`config.mk`:
```
export PLATFORM = sky130hd
export DESIGN_NAME = step_run_ctrl
export DESIGN_NICKNAME = d
export VERILOG_FILES = /design/src/rtl/step_run_ctrl.sv
export SDC_FILE = /design/constraint.sdc
export NUM_CORES = 1
export LEC_CHECK = 0
export BUFFER_PORTS_ARGS = -buffer_cell sky130_fd_sc_hd__clkbuf_2
export CAP_MARGIN = 30
export CORE_MARGIN = 2
export CORE_UTILIZATION = 40
export DETAILED_ROUTE_END_ITERATION = 10
export PLACE_DENSITY = 0.58
export RECOVER_POWER = 100
export SYNTH_ARGS = -nofsm -noshare
export SYNTH_HDL_FRONTEND = slang
export SYNTH_SLANG_ARGS = --single-unit
```
`constraint.sdc`:
```
create_clock -name clk -period 4 [get_ports clk]
set_clock_uncertainty 0.1 [all_clocks]
set_input_delay 0.4 -clock clk [delete_from_list [all_inputs] [get_ports clk]]
set_output_delay 0.4 -clock clk [all_outputs]
set_load 0.02 [all_outputs]
```
`src/rtl/step_run_ctrl.sv`:
```
// ---------------------------------------------------------------------------
// step_run_ctrl
//
// Execution controller that sits in front of the processor's PC-enable input.
// Debounced button ticks are turned into one-cycle PC-enable pulses in one of
// three ways:
//   - single-step: each step tick in IDLE (or BREAK) issues one pulse;
//   - free-run: in RUN a pulse is issued every RATE_DIVn clocks, where n is
//     chosen by rate_sel (which may change while running);
//   - breakpoint: while running, a match of mon_pc against bp_addr parks the
//     controller in BREAK without issuing a pulse.
// It also reports run/halt status and counts the pulses it has issued.
//
// Optional feature macro: STEP_RUN_BREAKPOINT_EN
//   defined   : breakpoint compare, BREAK state and resume-skip logic present.
//   undefined : bp_en, bp_addr and mon_pc are ignored, BREAK is unreachable,
//               halted_bp is tied low and the skip register does not exist.
//
// Ports
//   clk        in   1     system clock
//   reset      in   1     asynchronous, active-low reset
//   step_tick  in   1     one-cycle pulse: request a single step
//   run_tick   in   1     one-cycle pulse: toggle run/stop
//   rate_sel   in   2     selects the free-run period RATE_DIV0..3
//   bp_en      in   1     breakpoint enable
//   bp_addr    in   PC_W  breakpoint PC value
//   mon_pc     in   PC_W  current PC from the processor
//   pc_en      out  1     one-cycle PC-enable pulse (registered)
//   running    out  1     high while in RUN (registered)
//   halted_bp  out  1     high while in BREAK (registered)
//   step_cnt   out  PC_W  number of pc_en pulses issued, wraps at the top
// ---------------------------------------------------------------------------
module step_run_ctrl #(
  parameter int unsigned PC_W      = 16,
  parameter int unsigned DIV_W     = 27,
  parameter int unsigned RATE_DIV0 = 100_000_000,
  parameter int unsigned RATE_DIV1 = 10_000_000,
  parameter int unsigned RATE_DIV2 = 1_000_000,
  parameter int unsigned RATE_DIV3 = 4
) (
  input  logic            clk,
  input  logic            reset,
  input  logic            step_tick,
  input  logic            run_tick,
  input  logic [1:0]      rate_sel,
  input  logic            bp_en,
  input  logic [PC_W-1:0] bp_addr,
  input  logic [PC_W-1:0] mon_pc,
  output logic            pc_en,
  output logic            running,
  output logic            halted_bp,
  output logic [PC_W-1:0] step_cnt
);

  typedef enum logic [1:0] {
    ST_IDLE  = 2'd0,
    ST_RUN   = 2'd1,
    ST_BREAK = 2'd2
  } state_e;

  // The divider counts 0..RATE_DIVn-1, so the terminal values are stored
  // already decremented.
  localparam logic [DIV_W-1:0] LIM0 = DIV_W'(RATE_DIV0 - 1);
  localparam logic [DIV_W-1:0] LIM1 = DIV_W'(RATE_DIV1 - 1);
  localparam logic [DIV_W-1:0] LIM2 = DIV_W'(RATE_DIV2 - 1);
  localparam logic [DIV_W-1:0] LIM3 = DIV_W'(RATE_DIV3 - 1);

  state_e           state_q, state_d;
  logic [DIV_W-1:0] divCnt_q, divCnt_d;
  logic [DIV_W-1:0] rateLimit;
  logic             pcEn_q, pcEn_d;
  logic             running_q;
  logic [PC_W-1:0]  stepCnt_q, stepCnt_d;

`ifdef STEP_RUN_BREAKPOINT_EN
  logic skip_q, skip_d;
  logic halted_q;
  logic bpHit;

  // skip masks the compare after a resume so that the PC still sitting on
  // the breakpoint does not immediately re-trigger it.
  assign bpHit = bp_en && !skip_q && (mon_pc == bp_addr);
`else
  logic bpInputs_unused;

  assign bpInputs_unused = ^{bp_en, bp_addr, mon_pc};
`endif

  always_comb begin
    rateLimit = LIM0;
    case (rate_sel)
      2'd0:    rateLimit = LIM0;
      2'd1:    rateLimit = LIM1;
      2'd2:    rateLimit = LIM2;
      default: rateLimit = LIM3;
    endcase
  end

  // Next-state decision. run_tick has priority over step_tick in every state,
  // and in RUN the breakpoint is examined before the divider so a match never
  // lets a pulse out on the same cycle. The >= compare lets a mid-run switch
  // to a faster rate fire at once instead of waiting for the divider to wrap.
  always_comb begin
    state_d  = state_q;
    divCnt_d = divCnt_q;
    pcEn_d   = 1'b0;
`ifdef STEP_RUN_BREAKPOINT_EN
    skip_d   = skip_q;
`endif
    case (state_q)
      ST_IDLE: begin
        if (run_tick) begin
          state_d  = ST_RUN;
          divCnt_d = '0;
        end else if (step_tick) begin
          pcEn_d = 1'b1;
        end
      end
      ST_RUN: begin
        if (run_tick) begin
          state_d  = ST_IDLE;
          divCnt_d = '0;
        end
`ifdef STEP_RUN_BREAKPOINT_EN
        else if (bpHit) begin
          state_d  = ST_BREAK;
          divCnt_d = '0;
        end
`endif
        else if (divCnt_q >= rateLimit) begin
          pcEn_d   = 1'b1;
          divCnt_d = '0;
`ifdef STEP_RUN_BREAKPOINT_EN
          skip_d   = 1'b0;
`endif
        end else begin
          divCnt_d = divCnt_q + 1'b1;
        end
      end
`ifdef STEP_RUN_BREAKPOINT_EN
      ST_BREAK: begin
        if (run_tick) begin
          state_d  = ST_RUN;
          divCnt_d = '0;
          skip_d   = 1'b1;
        end else if (step_tick) begin
          state_d = ST_IDLE;
          pcEn_d  = 1'b1;
        end
      end
`endif
      default: begin
        state_d  = ST_IDLE;
        divCnt_d = '0;
      end
    endcase

    stepCnt_d = stepCnt_q;
    if (pcEn_d) begin
      stepCnt_d = stepCnt_q + 1'b1;
    end
  end

  // Status outputs are registered from the next state so they line up with
  // state_q; the step counter moves in the same cycle pc_en is high.
  always_ff @(posedge clk or negedge reset) begin
    if (!reset) begin
      state_q   <= ST_IDLE;
      divCnt_q  <= '0;
      pcEn_q    <= 1'b0;
      running_q <= 1'b0;
      stepCnt_q <= '0;
`ifdef STEP_RUN_BREAKPOINT_EN
      skip_q    <= 1'b0;
      halted_q  <= 1'b0;
`endif
    end else begin
      state_q   <= state_d;
      divCnt_q  <= divCnt_d;
      pcEn_q    <= pcEn_d;
      running_q <= (state_d == ST_RUN);
      stepCnt_q <= stepCnt_d;
`ifdef STEP_RUN_BREAKPOINT_EN
      skip_q    <= skip_d;
      halted_q  <= (state_d == ST_BREAK);
`endif
    end
  end

  assign pc_en    = pcEn_q;
  assign running  = running_q;
  assign step_cnt = stepCnt_q;
`ifdef STEP_RUN_BREAKPOINT_EN
  assign halted_bp = halted_q;
`else
  assign halted_bp = 1'b0;
`endif

endmodule

```
; ---- Yosys cells after proc, flatten, opt, wreduce, memory -nomap -nowiden
; Index checks and enable logic that the tools add are counted.
[word_totals]
out_inout_bits = 19
wordCells = 28
ff_bits = 47
[classes]
add_sub_neg = 2
n_mux = 13
magnitude_cmp = 1
reduce_logical = 2
eq_ne = 5
[ops]
columns = op, count
row1 = $mux 27, 3
row2 = $pmux 27 s3, 1
row3 = $pmux 27 s2, 1
row4 = $add 27x1->27 const B, 1
row5 = $ge 27x27->1, 1
row6 = $add 16x1->16 const B, 1
row7 = $eq 2x1->1 const B, 3
row8 = $logic_not 2->1, 2
row9 = $mux 1, 4
row10 = $mux 2, 2
row11 = $pmux 2 s2, 1
row12 = $eq 2x2->1 const B, 1
row13 = $ne 2x2->1 const B, 1
row14 = $pmux 1 s2, 1

; ---- Logic depth before layout (Yosys ltp)
[depth]
word_depth = 6
depth_mapped = 12

; ---- Least setup slack after synthesis
; OpenSTA, ideal clock, no wires.
[synth_timing]
path_kind = input-to-reg
from = input rate_sel[0]
to = register divCnt_q[6]
arrival_ps = 2515
path_slack_ps = 1258
cell_stages = 11
setup_time_ps = 127
required_ps = 3773
n_path_buf = 2
path_cell_list = ha_1 o21bai_1 ha_1 nand4b_4 nor4_4 a22oi_1 and4_1 buf_2 buf_1 a31oi_1 mux2i_1
[synth_via]
elab_chain_len = 6
elab_cells_between_ends = 8
cone_classes = order compare (1) / eq/ne (2) / mux (4) / reduce/logical (1)
[synth_lines]
columns = item, line
row1 = "start, declared", 45  ; input logic [1:0] rate_sel,
row2 = $eq 2x2->1 (tied with other cells), 91  ; case (rate_sel)
row3 = $pmux 27 s3 (*), 91
row4 = $ge 27x27->1 (*), 130  ; else if (divCnt_q >= rateLimit) begin
row5 = $mux 27 (*), 130
row6 = $mux 27 (*), 120  ; if (run_tick) begin
row7 = $pmux 27 s2 (*), 110  ; case (state_q)
row8 = "end signal, assigned", 179  ; divCnt_q <= divCnt_d;
row9 = "end, declared", 69  ; logic [DIV_W-1:0] divCnt_q, divCnt_d;
; Mark *: on every way between the ends. The rest lies on a longest branch, timed or not.
; A chain may end at the register's enable or synchronous reset.

; ---- Worst setup path in the final report
[layout_timing]
from = input rate_sel[0]
to = register divCnt_q[22]
; The elaborated chain is that of the path after synthesis.

==> metrics.md <==
| Metric | Value |
|---|---|
| Status | `finished, violations left` |
| Failing checks | `max-capacitance violations, max-slew violations` |
| Post-DP HPWL | `5.29 mm` |
| Post CTS Setup Buffer Count | `0` |
| Post-route ant nets | `0` |
| CTS clk-pin slew, worst paths | `90 ps` |
| CTS Root Cell | `clkbuf_8` |
| Post-synth top area cell | `dfrtp_1` |
| Via/cell ratio | `5.75` |
| Die extent in x | `94.6 um` |
| PortBufs | `23` |
| Max Slew Vio Count | `48` |
| Critical path data arrival time | `3560 ps` |
| Setup crit end kind | `flop` |
| Peak supply drop | `0.205 mV` |
| Top post-synthesis cells by area | `dfrtp_1 36%, ha_1 9.9%, xnor2_1 4.8%, nand2_1 3.2%, mux2i_1 3.0%` |
| Synth Instances | `343` |
| R2R setup slack | `1050 ps` |
| Total GRT Usage | `0.176` |
| Fmax | `0.292 GHz` |
| Clock latency at the later pin of the worst-skew pair | `300 ps` |
| Largest net degree at the start of global routing | `48` |
| Core area | `8090 sq um` |
| Drt first pass iters | `4` |
| Avg Cell Area, Syn | `9.57 sq um` |
| MaxCap Viol Count | `1` |
| Synth top cells by count | `47 x dfrtp_1, 28 x nand2_1, 26 x ha_1` |
| Vias in the first global route | `2582` |
| Share of cells above drive strength 1 | `0.0874` |
| GRT overflow | `0` |
| Pre-CTS setup slack | `378 ps` |
| Crit-path max FO | `7` |
| CTS Buf Count | `5` |
| Post-synth EDFFs | `0` |
| Setup violations, final | `0` |
| Total I/O pin count | `58` |
| CP required | `4140 ps` |
| CTS tree | `done` |
| Design area | `3610 sq um` |
| Buf/Inv on CP | `4` |
| Crit-path cells | `clkbuf_1 -> inv_1 -> ha_1 -> o21bai_1 -> buf_4 -> ha_1 -> nand4_1 -> nor4_4 -> a22oi_1 -> nand3_1 -> nor3_1 -> clkbuf_1 -> a31o_1` |
| Placed instance area | `3500 sq um` |
| Crit Reg-Reg Startpoint | `divCnt_q[6]` |
| Setup TNS | `0 ps` |
| RSZ-0062 raised after global routing | `no` |
| Antenna violations before repair | `0` |
| Top_reg_cell synth | `dfrtp_1` |
| Final core occ | `0.446` |
| Total Routed Length | `7.51 mm` |
| Critical path's slowest cell | `nor3_1` |
| Synthesis Warnings | `0` |
| Die ar. | `8950 sq um` |
| Final worst slack | `580 ps` |
| Final hold viol count | `0` |
| GPL Wtd Cong | `0.821` |
| WS Path Type | `in -> reg` |
| Hold Crit Class | `in -> reg` |
| Most common cell in the synthesized netlist | `dfrtp_1` |
| Final min period | `3420 ps` |
| Worst Tran Pin Value | `2670 ps` |
| DR WL/cell | `15.9 um` |
| Synth top area share | `0.358` |
| Synth async-reset ratio | `1.00` |
| DR iter-0 viols | `79` |
| Starting Density | `0.406` |
| # diodes | `0` |
| CTS max path bufs | `2` |
| Leakage power | `1.47 nW` |
| Pwr dens | `319 nW/um^2` |
| Area Overhead vs Synth | `9.83%` |
| H-tree depth | `2` |
| Setup crit start kind | `input port` |
| First-pass GRT wire length | `12.6 mm` |
| Drc violations | `0` |
| CTS Hold Bufs | `0` |
| Final hold slack | `347 ps` |
| CP delay by family, top | `simple AND/OR/NAND/NOR gates` |
| Synth Cell Area | `3280 sq um` |
| Die H | `94.6 um` |
| Worst slew margin | `-0.778` |
| Final Cycle Share | `0.855` |
| DR vias | `2708` |
| Post-synthesis sequential area ratio | `0.358` |
| Min-delay src | `run_tick` |
| # resized after CTS | `0` |
| CP startpoint | `rate_sel[0]` |
| Synth Register Bits | `47` |
| Synth cell types | `61` |
| CTS Sinks | `47` |
| FP Rows | `33` |
| Nets | `430` |
| CP max stage delay | `680 ps` |
[sequential cells by signal, indices dropped and copies added (netlist names)]
| signal | cells |
|---|---|
| divCnt_q | 27 |
| pc_en | 1 |
| running | 1 |
| state_q | 2 |
| step_cnt | 16 |
[final timing paths]
| path | depth (start not counted) | end |
|---|---|---|
| setup / recovery | 13 | divCnt_q[22] |
| hold / removal | 3 | state_q[0] |
| setup reg to reg | 8 | divCnt_q[22] |
| hold reg to reg | 1 | step_cnt[15] |
| max in group asynchronous | 2 | divCnt_q[15] |
| min in group asynchronous | 2 | step_cnt[11] |
[kinds of logic after synthesis]
kind of cell | count (synthesis) | synth area share
multiplexers | 12 | 0.0373
AND/OR/NAND/NOR | 133 | 0.239
buffers and inverters | 30 | 0.0408
adder cells (fa/ha/maj) | 26 | 0.0991
AO/OA/AOI/OAI | 76 | 0.176
XOR/XNOR | 18 | 0.0480
other | 1 | 0.00114
flip-flops | 47 | 0.358
[area by class of cell]
type | instances | area (sq um)
Clock buffer | 6 | 72.6
Clock inverter | 2 | 60.1
Fill cell | 837 | 4490
Inverter | 14 | 52.6
Multi-Input combinational cell | 267 | 1980
Sequential cell | 47 | 1180
Tap cell | 105 | 131
Timing Repair Buffer | 30 | 136
[worst register-to-register path, delay by kind of cell (launching register included)]
family / cells / cell delay (ps)
AO/OA/AOI/OAI: 4 / 860
adder cells (fa/ha/maj): 1 / 340
buffers and inverters: 1 / 380
flip-flops: 1 / 460
AND/OR/NAND/NOR: 2 / 740
[where the power goes]
part | internal, W | total, W | leakage (nW) | switching, W
logic | 0.0000670 | 0.000200 | 0.764 | 0.000133
clock network | 0.000250 | 0.000416 | 0.0654 | 0.000166
registers | 0.000501 | 0.000536 | 0.644 | 0.0000349
total | 0.000818 | 0.00115 | 1.47 | 0.000334
[layout by cell type, fill, tap and decap left out, types with 5 or more instances in the layout]
master,instances
a21oi_1,10
and2_1,5
ha_1,26
mux2i_1,10
a22o_1,6
o21ai_0,15
nand2_1,28
nand3_1,19
dfrtp_1,47
xnor2_1,18
nor3_1,9
nor2_1,17
clkbuf_8,5
clkbuf_1,22
buf_4,5
a31oi_1,14
inv_1,13
nand3b_1,8
nand4_1,9
nor2b_1,6
and4_1,6
[through the flow]
stage	power, W	instances
2_1_floorplan	0.000675	344
3_3_place_gp	0.000747	463
3_5_place_dp	0.000754	463
4_1_cts	0.00118	471
5_1_grt	0.00122	471
6_report	0.00115	471
[layer usage]
layer | wire, um | vias to the layer above | track usage
li1 | - | 1329 | -
met1 | 3620 | 1314 | 0.240
met2 | 3540 | 56 | 0.294
met3 | 263 | 9 | 0.0231
met4 | 93 | 0 | 0.0483
met5 | 0 | - | 0
(Power assumes the default switching activity.)
